--- config.mk ---
export PLATFORM = sky130hd
export DESIGN_NAME = decode_stage
export DESIGN_NICKNAME = d
export VERILOG_FILES = /design/src/rtl/decode_stage.sv
export SDC_FILE = /design/constraint.sdc
export NUM_CORES = 1
export LEC_CHECK = 0
export ABC_AREA = 1
export CAP_MARGIN = 15
export CORE_UTILIZATION = 52
export CTS_CLUSTER_SIZE = 12
export DETAILED_ROUTE_END_ITERATION = 8
export DONT_BUFFER_PORTS = 1
export PLACE_DENSITY_LB_ADDON = 0.1
export SYNTH_ARGS = -nofsm -noshare
export SYNTH_HDL_FRONTEND = slang
export SYNTH_SLANG_ARGS = --single-unit
--- constraint.sdc ---
create_clock -name clock -period 5.8 [get_ports clock]
set_input_delay 1.45 -clock clock [delete_from_list [all_inputs] [get_ports clock]]
set_output_delay 1.45 -clock clock [all_outputs]
set_load 0.05 [all_outputs]
--- src/rtl/decode_stage.sv ---
// Decode stage: holds one instruction in D, forwards it to the ID/EX slot X,
// and stalls on load-use hazards and for the duration of a multi-cycle mul/div.
module decode_stage #(
  parameter int PC_W         = 12,
  parameter int MD_LATENCY   = 32,
  parameter bit R0_NO_HAZARD = 1'b1
) (
  input  logic            clock,
  input  logic            reset,
  input  logic            in_valid,
  output logic            in_ready,
  input  logic [31:0]     instruction,
  input  logic [PC_W-1:0] in_pc,
  input  logic            flush,
  output logic [4:0]      read_reg_s1,
  output logic [4:0]      read_reg_s2,
  output logic            out_valid,
  output logic [31:0]     out_instruction,
  output logic [PC_W-1:0] out_pc,
  output logic            stall
);

  localparam int CNT_W = $clog2(MD_LATENCY + 1);
  localparam logic [CNT_W-1:0] MD_LOAD = CNT_W'(MD_LATENCY - 1);

  typedef enum logic {
    RUN     = 1'b0,
    MD_WAIT = 1'b1
  } state_e;

  state_e            state_q, state_d;
  logic [CNT_W-1:0]  cnt_q, cnt_d;
  logic              dValid_q, dValid_d;
  logic [31:0]       dInstr_q, dInstr_d;
  logic [PC_W-1:0]   dPc_q, dPc_d;
  logic              xValid_q, xValid_d;
  logic [31:0]       xInstr_q, xInstr_d;
  logic [PC_W-1:0]   xPc_q, xPc_d;

  logic [4:0] dOp, dAluOp, xOp, xRd;
  logic       useRdAsS2, hazard, mulDiv, readyRun;

  assign dOp    = dInstr_q[31:27];
  assign dAluOp = dInstr_q[6:2];
  assign xOp    = xInstr_q[31:27];
  assign xRd    = xInstr_q[26:22];

  // Store/branch-style opcodes read their second operand from the rd field.
  always_comb begin
    useRdAsS2 = 1'b0;
    case (dOp)
      5'b00010, 5'b00100, 5'b00101, 5'b00110, 5'b00111: useRdAsS2 = 1'b1;
      default: useRdAsS2 = 1'b0;
    endcase
  end

  assign read_reg_s1 = dInstr_q[21:17];
  assign read_reg_s2 = useRdAsS2 ? dInstr_q[26:22] : dInstr_q[16:12];

  assign hazard = dValid_q && xValid_q && (xOp == 5'b01000) &&
                  ((xRd == read_reg_s1) || (xRd == read_reg_s2)) &&
                  !(R0_NO_HAZARD && (xRd == 5'd0));

  assign mulDiv = dValid_q && (dOp == 5'b00000) &&
                  ((dAluOp == 5'b00110) || (dAluOp == 5'b00111));

  // Priority: flush, then an outstanding mul/div, then hazard, then advance.
  always_comb begin
    state_d  = state_q;
    cnt_d    = cnt_q;
    dValid_d = dValid_q;
    dInstr_d = dInstr_q;
    dPc_d    = dPc_q;
    xValid_d = xValid_q;
    xInstr_d = xInstr_q;
    xPc_d    = xPc_q;
    readyRun = 1'b0;
    if (flush) begin
      dValid_d = 1'b0;
      xValid_d = 1'b0;
      state_d  = RUN;
      cnt_d    = '0;
    end else if (state_q == MD_WAIT) begin
      xValid_d = 1'b0;
      if (cnt_q == '0) begin
        state_d = RUN;
      end else begin
        cnt_d = cnt_q - CNT_W'(1);
      end
    end else if (hazard) begin
      xValid_d = 1'b0;
    end else begin
      readyRun = 1'b1;
      xValid_d = dValid_q;
      xInstr_d = dInstr_q;
      xPc_d    = dPc_q;
      dValid_d = in_valid;
      if (in_valid) begin
        dInstr_d = instruction;
        dPc_d    = in_pc;
      end
      if (mulDiv) begin
        state_d = MD_WAIT;
        cnt_d   = MD_LOAD;
      end
    end
  end

  always_ff @(posedge clock or posedge reset) begin
    if (reset) begin
      state_q  <= RUN;
      cnt_q    <= '0;
      dValid_q <= 1'b0;
      dInstr_q <= '0;
      dPc_q    <= '0;
      xValid_q <= 1'b0;
      xInstr_q <= '0;
      xPc_q    <= '0;
    end else begin
      state_q  <= state_d;
      cnt_q    <= cnt_d;
      dValid_q <= dValid_d;
      dInstr_q <= dInstr_d;
      dPc_q    <= dPc_d;
      xValid_q <= xValid_d;
      xInstr_q <= xInstr_d;
      xPc_q    <= xPc_d;
    end
  end

  // Ready is forced high while reset is held so fetch sees an idle stage.
  assign in_ready        = reset || readyRun;
  assign stall           = ~in_ready;
  assign out_valid       = xValid_q;
  assign out_instruction = xInstr_q;
  assign out_pc          = xPc_q;

endmodule

==> results_dict.tcl, run 1 <==
set metrics [dict create \
    timing_worst_setup_path_type "flip-flop to primary output" \
    drt_pass1_iterations 4 \
    reg2reg_slack_ns 2.32 \
    clkSlewWorstSetupHoldPaths_ns 0.09 \
    worst_setup_path_start_kind "flip-flop" \
    final.period_utilization_pct 69.5 \
    report.final.setup_viol 0 \
    hold_slack_ns 0.478 \
    report.power.total_w 0.00167 \
    worst_ep_required_ns 4.35 \
    die_h_um 93.6 \
    ios 105 \
    via_count 3389 \
    cts_resized 0 \
    number_of_cts_inserted_buffers 9 \
    reg2regPathDepth 15 \
    routed_via_density 5.43 \
    transition_at_the_pin_with_the_smallest_max_transition_slack_ns 0.902 \
    slew_headroom_pct 39.7 \
    crit_arrival_ns 2.58 \
    grt_start_max_net_pins 79 \
    cp_common_cell "sky130_fd_sc_hd__nand2_1" \
    wirelength_um 9780 \
    max_cap_viol_count 0 \
    detailed_place_hpwl_um 6390 \
    insertion_delay_ns 0.36 \
    pins_over_their_slew_limit 0 \
    worstPathMaxFanout 9 \
    floorplan.initialDensity_pct 53.4 \
    period_minus_slack_ns 4.03 \
    synth_top_area_share_pct 55.6 \
    synth_most_common_cell "sky130_fd_sc_hd__nand2_1" \
    syn_nets 579 \
    cts_hold_buf 0 \
    synth-edff-count 0 \
    cp.buffers_inverters 2 \
    place.port_buffers 0 \
    syn_avg_cell_area_um2 8.25 \
    drive_gt1_share_pct 6.55 \
    rsz0062_at_grt "false" \
    routabilityCongestion 0.843 \
    root_buf_cell "sky130_fd_sc_hd__clkbuf_8" \
    final_antenna_net_count 0 \
    fmax_mhz 248 \
    min_from "dInstr_q[9]" \
    diodes 0 \
    final_cells 624 \
    synth_cells 529 \
    number_of_buffers_on_the_longest_clock_path 2 \
    crit_chain "nor2_4 -> nand2_4 -> nand2_1 -> nand2_1 -> nand2_1 -> nand2_1 -> nor2_1 -> nand3_1 -> nand2_2 -> nand2_2 -> nand2_2 -> nand2_1 -> inv_1 -> buf_4" \
    status "completed" \
    final.setup.tns_ns 0 \
    row_cnt 33 \
    p_per_area_nw_per_um2 365 \
    die-area_um2 8760 \
    synth_sequential_area_ratio_pct 55.6 \
    num-nets-final 565 \
    worstSetupEndpointType "primary output" \
    critical_path_cell_with_the_highest_stage_delay "sky130_fd_sc_hd__dfrtp_1" \
    overflow 0 \
    ys_async_sr_fraction_pct 100 \
    final.setup_skew_ns 0.0210 \
    drtIter0Drc 227 \
    worst_path_dominant_cell_family "simple AND/OR/NAND/NOR gates" \
    post-route-worst-setup-slack_ns 1.77 \
    floorplan.core_area_um2 8180 \
    die_w_um 93.6 \
    cts_sinks 97 \
    tritoncts "done" \
    worstHoldPathType "flip-flop to flip-flop" \
    dp_cells 609 \
    power_leakage_nw 2.45 \
    grt_first_pass_wirelength_um 16200 \
    timing.final.hold_violations 0 \
    synth_warnings 0 \
    worstSetupPathDepth 14 \
    hold_path_depth 2 \
    number_of_drc_violations_after_detailed_routing 0 \
    mappedNetlistArea_um2 4360 \
    hold_end "dInstr_q[9]" \
    grtUsageTotal_pct 23.9 \
    synth.top_cells.by_count "sky130_fd_sc_hd__nand2_1, sky130_fd_sc_hd__nand3_1, sky130_fd_sc_hd__dfrtp_1, sky130_fd_sc_hd__inv_1, sky130_fd_sc_hd__o21ai_0" \
    synth_top_cells_by_area "sky130_fd_sc_hd__dfrtp_1, sky130_fd_sc_hd__nand2_1, sky130_fd_sc_hd__nand3_1" \
    yosysTopAreaCell "sky130_fd_sc_hd__dfrtp_1" \
    ys_seq_elements 97 \
    nFillCells 778 \
    placement.setup.worst_slack_ns 1.70 \
    syn_to_final_growth_pct 4.90 \
    dominantRegCellSynth "sky130_fd_sc_hd__dfrtp_1" \
    grt_pass1_vias 3293 \
    vdd_ir_drop_max_v 0.000143 \
    netlist-cell-type-count 26 \
    drt-wirelength-per-cell_um 15.7 \
    cts_htree_levels 3 \
    critical_path_max_stage_delay_ns 0.44 \
    reg2reg_to "dPc_q[10]" \
    antenna_found_initial 0 \
    buffers_inserted_during_post_cts_setup_optimization 0 \
    r2r-start "dInstr_q[28]" \
]
power breakdown:
part           switching, W  internal, W  total, W
Clock              0.000235     0.000212  0.000447
Combinational      0.000150    0.0000704  0.000221
Sequential         0.000245     0.000756   0.00100
how the worst max path moves through the flow:
stage | startpoint | to
2_1_floorplan | reset | stall
5_1_grt | dInstr_q[30] | stall
3_3_place_gp | reset | stall
4_1_cts | reset | stall
6_report | dInstr_q[30] | stall
3_5_place_dp | reset | stall
flip-flops by register name, summed over array words and instances (netlist names):
register / flops
cnt_q: 6
dInstr_q: 32
dPc_q: 12
dValid_q: 1
out_instruction: 32
out_pc: 12
out_valid: 1
state_q: 1
final cells by class:
cell class	count	area, um^2	area share, %
sequential	97	2430	53.0
timing repair buffer	8	60.1	1.31
clock inverter	5	62.6	1.37
multi-input combinational	368	1640	35.8
clock buffer	10	138	3.01
tap	105	131	2.87
inverter	31	120	2.62
cell families (layout without fill, tap and decap cells):
kind of cell,Yosys count,in the layout,synth area share (%)
AOI/OAI and AO/OA,25,25,3.01
DFF,97,97,55.6
and+or+nand+nor,338,338,33.2
xor gates and xnor gates,3,3,0.602
buffers and inverters,64,54,7.00
adders and majority gates,2,2,0.573
placed cells by master (no fill, tap or decap):
cell type,n
sky130_fd_sc_hd__nand2_1,209
sky130_fd_sc_hd__nand3_1,103
sky130_fd_sc_hd__dfrtp_1,97
sky130_fd_sc_hd__inv_1,30
sky130_fd_sc_hd__o21ai_0,15
sky130_fd_sc_hd__clkbuf_8,10
sky130_fd_sc_hd__buf_4,8
sky130_fd_sc_hd__nor2_1,7
sky130_fd_sc_hd__a21oi_1,6
sky130_fd_sc_hd__nand2_2,5
sky130_fd_sc_hd__nor4_1,5
sky130_fd_sc_hd__nor3_1,4
sky130_fd_sc_hd__clkinvlp_4,3
sky130_fd_sc_hd__xor2_1,2
sky130_fd_sc_hd__ha_1,2
sky130_fd_sc_hd__inv_6,2
sky130_fd_sc_hd__nor2_4,1
sky130_fd_sc_hd__nand2_4,1
sky130_fd_sc_hd__o211ai_1,1
sky130_fd_sc_hd__o21ai_1,1
sky130_fd_sc_hd__xnor2_1,1
sky130_fd_sc_hd__nor3b_2,1
sky130_fd_sc_hd__nor2_2,1
sky130_fd_sc_hd__or2_2,1
sky130_fd_sc_hd__o31ai_1,1
sky130_fd_sc_hd__a31oi_1,1
sky130_fd_sc_hd__bufinv_16,1
metal layers:
metal  GRT usage, %  share of wire, %  vias up
met5              0                 0        -
met4           8.72               2.0        0
met3           6.10               6.8       16
met2           36.8                46       87
met1           32.5                45     1628
li1               -                 -     1658
tightest hold or removal path, delay by kind of cell, from the launching register on:
| family | cells | cell delay (ns) |
|---|---|---|
| flops | 1 | 0.35 |
| simple gates | 2 | 0.10 |
metrics by stage:
step	util, %	area (um^2)
6_report	56.0	4580
5_1_grt	56.0	4580
4_1_cts	56.0	4580
3_5_place_dp	53.6	4380
3_3_place_gp	53.6	4380
2_1_floorplan	-	4370
Note: power is estimated with default switching activity, not from simulation.
==> run 2, diff against run 1 <==
==> constraint.sdc (replaced) <==
create_clock -name clock -period 3.7 [get_ports clock]
set_input_delay 0.925 -clock clock [delete_from_list [all_inputs] [get_ports clock]]
set_output_delay 0.925 -clock clock [all_outputs]
set_load 0.05 [all_outputs]
==> run 2 against run 1 <==
  * Clock power is 62% higher
  * Flip-flop and latch count stayed put
  * Register-to-register slack worse by 1.5 ns
  * Clock skew is 0.0041 ns lower
  * Final cell count is 1.8% higher
  * Count of clock-buffer cells in the layout is 1 lower
  * Total power is 59% higher
  * Via count is 1.4% higher
  * Sequential power is 54% higher
  * Combinational power is 80% higher
==> results_dict.tcl, run 2 (synthesis results as in run 1) <==
set metrics [dict create \
    status "completed" \
    worst_ep_required_ns 2.77 \
    floorplan.core_area_um2 8180 \
    ios 105 \
    root_buf_cell "sky130_fd_sc_hd__clkbuf_8" \
    die_w_um 93.6 \
    period_minus_slack_ns 3.29 \
    die-area_um2 8760 \
    worstPathMaxFanout 3 \
    tritoncts "done" \
    critical_path_max_stage_delay_ns 0.61 \
    cts_htree_levels 3 \
    max_cap_viol_count 0 \
    worstHoldPathType "flip-flop to flip-flop" \
    drtIter0Drc 216 \
    crit_arrival_ns 2.37 \
    critical_path_cell_with_the_highest_stage_delay "sky130_fd_sc_hd__dfrtp_1" \
    cts_resized 0 \
    via_count 3437 \
    hold_path_depth 2 \
    worstSetupEndpointType "primary output" \
    post-route-worst-setup-slack_ns 0.409 \
    drt_pass1_iterations 4 \
    grt_start_max_net_pins 79 \
    drive_gt1_share_pct 8.49 \
    antenna_found_initial 0 \
    die_h_um 93.6 \
    worst_path_dominant_cell_family "simple AND/OR/NAND/NOR gates" \
    slew_headroom_pct 46.2 \
    r2r-start "out_instruction[31]" \
    insertion_delay_ns 0.36 \
    reg2reg_slack_ns 0.80 \
    num-nets-final 575 \
    p_per_area_nw_per_um2 571 \
    layout.cells.most_common "sky130_fd_sc_hd__nand2_1" \
    placement.setup.worst_slack_ns 0.803 \
    fmax_mhz 304 \
    final_antenna_net_count 0 \
    pins_over_their_slew_limit 0 \
    drt-wirelength-per-cell_um 15.7 \
    cts_sinks 97 \
    reg2reg_to "dInstr_q[27]" \
    place.port_buffers 0 \
    routabilityCongestion 0.764 \
    syn_to_final_growth_pct 6.79 \
    final.setup_skew_ns 0.0169 \
    worstSetupPathDepth 8 \
    rsz0062_at_grt "false" \
    worst_setup_path_start_kind "flip-flop" \
    floorplan.initialDensity_pct 53.4 \
    wirelength_um 9980 \
    overflow 0 \
    detailed_place_hpwl_um 6530 \
    clkSlewWorstSetupHoldPaths_ns 0.10 \
    cp.buffers_inverters 2 \
    layout.cells.most_common_list "sky130_fd_sc_hd__nand2_1, sky130_fd_sc_hd__nand3_1, sky130_fd_sc_hd__dfrtp_1" \
    power_leakage_nw 2.50 \
    grt_first_pass_wirelength_um 16000 \
    diodes 0 \
    finish.utilization_pct 57.0 \
    timing_worst_setup_path_type "flip-flop to primary output" \
    vdd_ir_drop_max_v 0.000275 \
    crit_chain "nor4_1 -> nand3_1 -> a21oi_1 -> nand2_2 -> nand2_2 -> nand2_1 -> inv_1 -> buf_4" \
    timing.final.hold_violations 0 \
    transition_at_the_pin_with_the_smallest_max_transition_slack_ns 0.807 \
    min_from "dInstr_q[4]" \
    row_cnt 33 \
    grt_pass1_vias 3228 \
    reg2regPathDepth 9 \
    hold_end "dInstr_q[4]" \
    final.period_utilization_pct 89.0 \
    cts_hold_buf 0 \
    report.final.setup_viol 0 \
    routed_via_density 5.41 \
    number_of_buffers_on_the_longest_clock_path 2 \
    grtUsageTotal_pct 23.8 \
    buffers_inserted_during_post_cts_setup_optimization 0 \
    number_of_drc_violations_after_detailed_routing 0 \
    cp_common_cell "sky130_fd_sc_hd__nand2_2" \
    number_of_cts_inserted_buffers 9 \
]
-- run 2: changes by cell type in the layout (fill, tap and decap cells not counted) --
cell | before | now
sky130_fd_sc_hd__clkbuf_8 | 10 | 9
sky130_fd_sc_hd__clkinvlp_4 | 3 | 2
sky130_fd_sc_hd__clkinv_4 | 0 | 1
sky130_fd_sc_hd__inv_8 | 0 | 1
sky130_fd_sc_hd__inv_6 | 2 | 3
sky130_fd_sc_hd__buf_4 | 8 | 18
-- run 2: where the power goes --
group          switching (W)  internal (W)
clock network       0.000400      0.000326
registers           0.000351       0.00119
logic               0.000270      0.000127
total                0.00102       0.00164
-- run 2: metrics by stage --
step	hold WS, ns	instances	setup TNS, ns	total power [W]	cell area (um^2)
floorplan	0.442	529	-1.15	0.00186	4370
finish	0.480	635	0	0.00266	4660
CTS	0.484	635	0	0.00268	4660
global placement	0.454	619	0	0.00195	4450
detailed placement	0.458	619	0	0.00196	4450
global route	0.511	635	0	0.00279	4660
-- run 2: layout make-up --
type | count | area, um^2
clock buffers | 9 | 124
flip-flops and latches | 97 | 2430
multi-input cells | 368 | 1640
clock inverters | 7 | 83.8
fillers | 795 | 3510
well taps | 105 | 131
repair buffers | 18 | 135
inverters | 31 | 120
-- run 2: per-layer routing --
metal,routed length (um),vias up,GRT usage (%)
met5,0,-,0
met2,4520,90,34.8
met4,92,0,6.92
met1,4780,1652,34.7
met3,585,10,6.10
li1,-,1685,-
-- run 2: worst max path at each step --
stage / from / end / slack (ns)
after global routing: dInstr_q[27] / stall / 0.25
after CTS: out_instruction[31] / stall / 0.40
after global placement: out_instruction[29] / stall / 0.87
final: out_instruction[31] / stall / 0.41
after floorplan: reset / stall / -0.78
after detailed placement: out_instruction[31] / stall / 0.80
-- run 2: worst register-to-register path, delay by kind of cell (launching register included) --
| kind | cells | cell delay (ns) |
|---|---|---|
| AOI/OAI and AO/OA | 1 | 0.25 |
| buffers and inverters | 2 | 0.82 |
| DFF | 1 | 0.61 |
| and+or+nand+nor | 6 | 1.14 |
==> run 3, diff against run 2 <==
--- a/config.mk
+++ b/config.mk
@@ -7,7 +7,7 @@
 export LEC_CHECK = 0
 export ABC_AREA = 1
 export CAP_MARGIN = 15
-export CORE_UTILIZATION = 52
+export CORE_UTILIZATION = 50
 export CTS_CLUSTER_SIZE = 12
 export DETAILED_ROUTE_END_ITERATION = 8
 export DONT_BUFFER_PORTS = 1
==> run 3 against run 2 <==
  * Combinational power is essentially flat
  * Utilization shrank 1.3 points
  * Wire length is essentially flat
  * Total power shrank 1.8%
  * First-iteration DRC count shrank 5.6%
  * Critical path type unchanged
  * Critical endpoint unchanged
  * Largest cell class unchanged
  * Largest power group unchanged
==> results_dict.tcl, run 3 (synthesis results as in run 1) <==
set metrics [dict create \
    slew_headroom_pct 48.8 \
    via_count 3430 \
    worstHoldPathType "flip-flop to flip-flop" \
    floorplan.core_area_um2 8340 \
    syn_to_final_growth_pct 6.45 \
    number_of_drc_violations_after_detailed_routing 0 \
    grt_start_max_net_pins 79 \
    detailed_place_hpwl_um 6580 \
    grt_pass1_vias 3268 \
    drtIter0Drc 204 \
    routed_via_density 5.41 \
    layout.cells.most_common "sky130_fd_sc_hd__nand2_1" \
    power_leakage_nw 2.50 \
    timing.final.hold_violations 0 \
    buffers_inserted_during_post_cts_setup_optimization 0 \
    floorplan.initialDensity_pct 52.3 \
    row_cnt 33 \
    drt_pass1_iterations 4 \
    pins_over_their_slew_limit 0 \
    cts_htree_levels 3 \
    crit_arrival_ns 2.26 \
    vdd_ir_drop_max_v 0.000207 \
    report.final.setup_viol 0 \
    layout.cells.most_common_list "sky130_fd_sc_hd__nand2_1, sky130_fd_sc_hd__nand3_1, sky130_fd_sc_hd__dfrtp_1" \
    cts_resized 0 \
    reg2reg_slack_ns 0.84 \
    die-area_um2 9110 \
    cts_hold_buf 0 \
    antenna_found_initial 0 \
    place.port_buffers 0 \
    routabilityCongestion 0.787 \
    diodes 0 \
    overflow 0 \
    final.period_utilization_pct 86.1 \
    worst_ep_required_ns 2.77 \
    worstSetupEndpointType "primary output" \
    number_of_buffers_on_the_longest_clock_path 2 \
    period_minus_slack_ns 3.19 \
    report.power.total_w 0.00261 \
    root_buf_cell "sky130_fd_sc_hd__clkbuf_8" \
    nFillCells 798 \
    p_per_area_nw_per_um2 562 \
    grt_first_pass_wirelength_um 16000 \
    rsz0062_at_grt "false" \
    grtUsageTotal_pct 23.3 \
    tritoncts "done" \
    worst_setup_path_start_kind "flip-flop" \
    num-nets-final 574 \
    die_w_um 95.4 \
    final.setup_skew_ns 0.0146 \
    cts_sinks 97 \
    insertion_delay_ns 0.37 \
    worstPathMaxFanout 3 \
    final_antenna_net_count 0 \
    final_cells 634 \
    transition_at_the_pin_with_the_smallest_max_transition_slack_ns 0.769 \
    ios 105 \
    timing_worst_setup_path_type "flip-flop to primary output" \
    wirelength_um 9970 \
    number_of_cts_inserted_buffers 9 \
    drt-wirelength-per-cell_um 15.7 \
    max_cap_viol_count 0 \
    fmax_mhz 314 \
    clkSlewWorstSetupHoldPaths_ns 0.10 \
    die_h_um 95.4 \
    dp_cells 618 \
    status "completed" \
    drive_gt1_share_pct 8.32 \
]
-- run 3: cell count changes in the layout (fill, tap and decap cells not counted) --
cell / before / now
sky130_fd_sc_hd__clkbuf_8: 9 / 10
sky130_fd_sc_hd__buf_4: 18 / 17
sky130_fd_sc_hd__clkinv_8: 0 / 1
sky130_fd_sc_hd__inv_6: 3 / 0
sky130_fd_sc_hd__clkinvlp_4: 2 / 1
sky130_fd_sc_hd__clkinv_4: 1 / 4
sky130_fd_sc_hd__bufinv_16: 1 / 0
-- run 3: cell type report --
cell class | instances | area, um^2 | area share (%)
Clock buffer | 10 | 138 | 2.96
Timing Repair Buffer | 17 | 128 | 2.75
Multi-Input combinational cell | 368 | 1640 | 35.3
Inverter | 31 | 120 | 2.59
Clock inverter | 6 | 62.6 | 1.35
Sequential cell | 97 | 2430 | 52.2
Tap cell | 105 | 131 | 2.83
-- run 3: final timing paths --
path,startpoint,to,depth (start not counted)
setup reg to reg,dInstr_q[27],dInstr_q[21],16
min in group asynchronous,reset,dInstr_q[5],2
max in group asynchronous,reset,dValid_q,3
hold / removal,dInstr_q[4],dInstr_q[4],2
setup / recovery,out_instruction[28],stall,8
hold reg to reg,dInstr_q[4],dInstr_q[4],2
-- run 3: metal layers --
metal | vias to the layer above | GRT usage (%) | routed length (um)
li1 | 1682 | - | -
met1 | 1638 | 30.7 | 4390
met2 | 100 | 37.0 | 4720
met3 | 10 | 6.06 | 746
met4 | 0 | 8.96 | 116
met5 | - | 0 | 0
-- run 3: power by group --
group | leakage (nW) | internal (W) | total (W) | switching [W]
Clock | 0.101 | 0.000278 | 0.000678 | 0.000400
Sequential | 1.22 | 0.00119 | 0.00154 | 0.000351
Combinational | 1.18 | 0.000126 | 0.000397 | 0.000271
-- run 3: stage by stage --
| step | utilization, % | instance area [um^2] | setup TNS, ns | hold WS (ns) | setup slack, ns |
|---|---|---|---|---|---|
| finish | 55.7 | 4650 | 0 | 0.479 | 0.513 |
| global route | 55.7 | 4650 | 0 | 0.504 | 0.233 |
| CTS | 55.7 | 4650 | 0 | 0.485 | 0.476 |
| detailed placement | 53.3 | 4450 | 0 | 0.459 | 0.866 |
| global placement | 53.3 | 4450 | 0 | 0.455 | 0.892 |
| floorplan | - | 4370 | -1.15 | 0.442 | -0.783 |
-- run 3: worst max-delay path, stage by stage, from the launching register on --
cell and delay (ns):
sky130_fd_sc_hd__dfrtp_1 0.60, sky130_fd_sc_hd__nor4_1 0.43, sky130_fd_sc_hd__nand3_1 0.12, sky130_fd_sc_hd__a21oi_1 0.26, sky130_fd_sc_hd__nand2_2 0.10, sky130_fd_sc_hd__nand2_2 0.08
sky130_fd_sc_hd__nand2_1 0.08, sky130_fd_sc_hd__inv_1 0.06, sky130_fd_sc_hd__buf_4 0.18
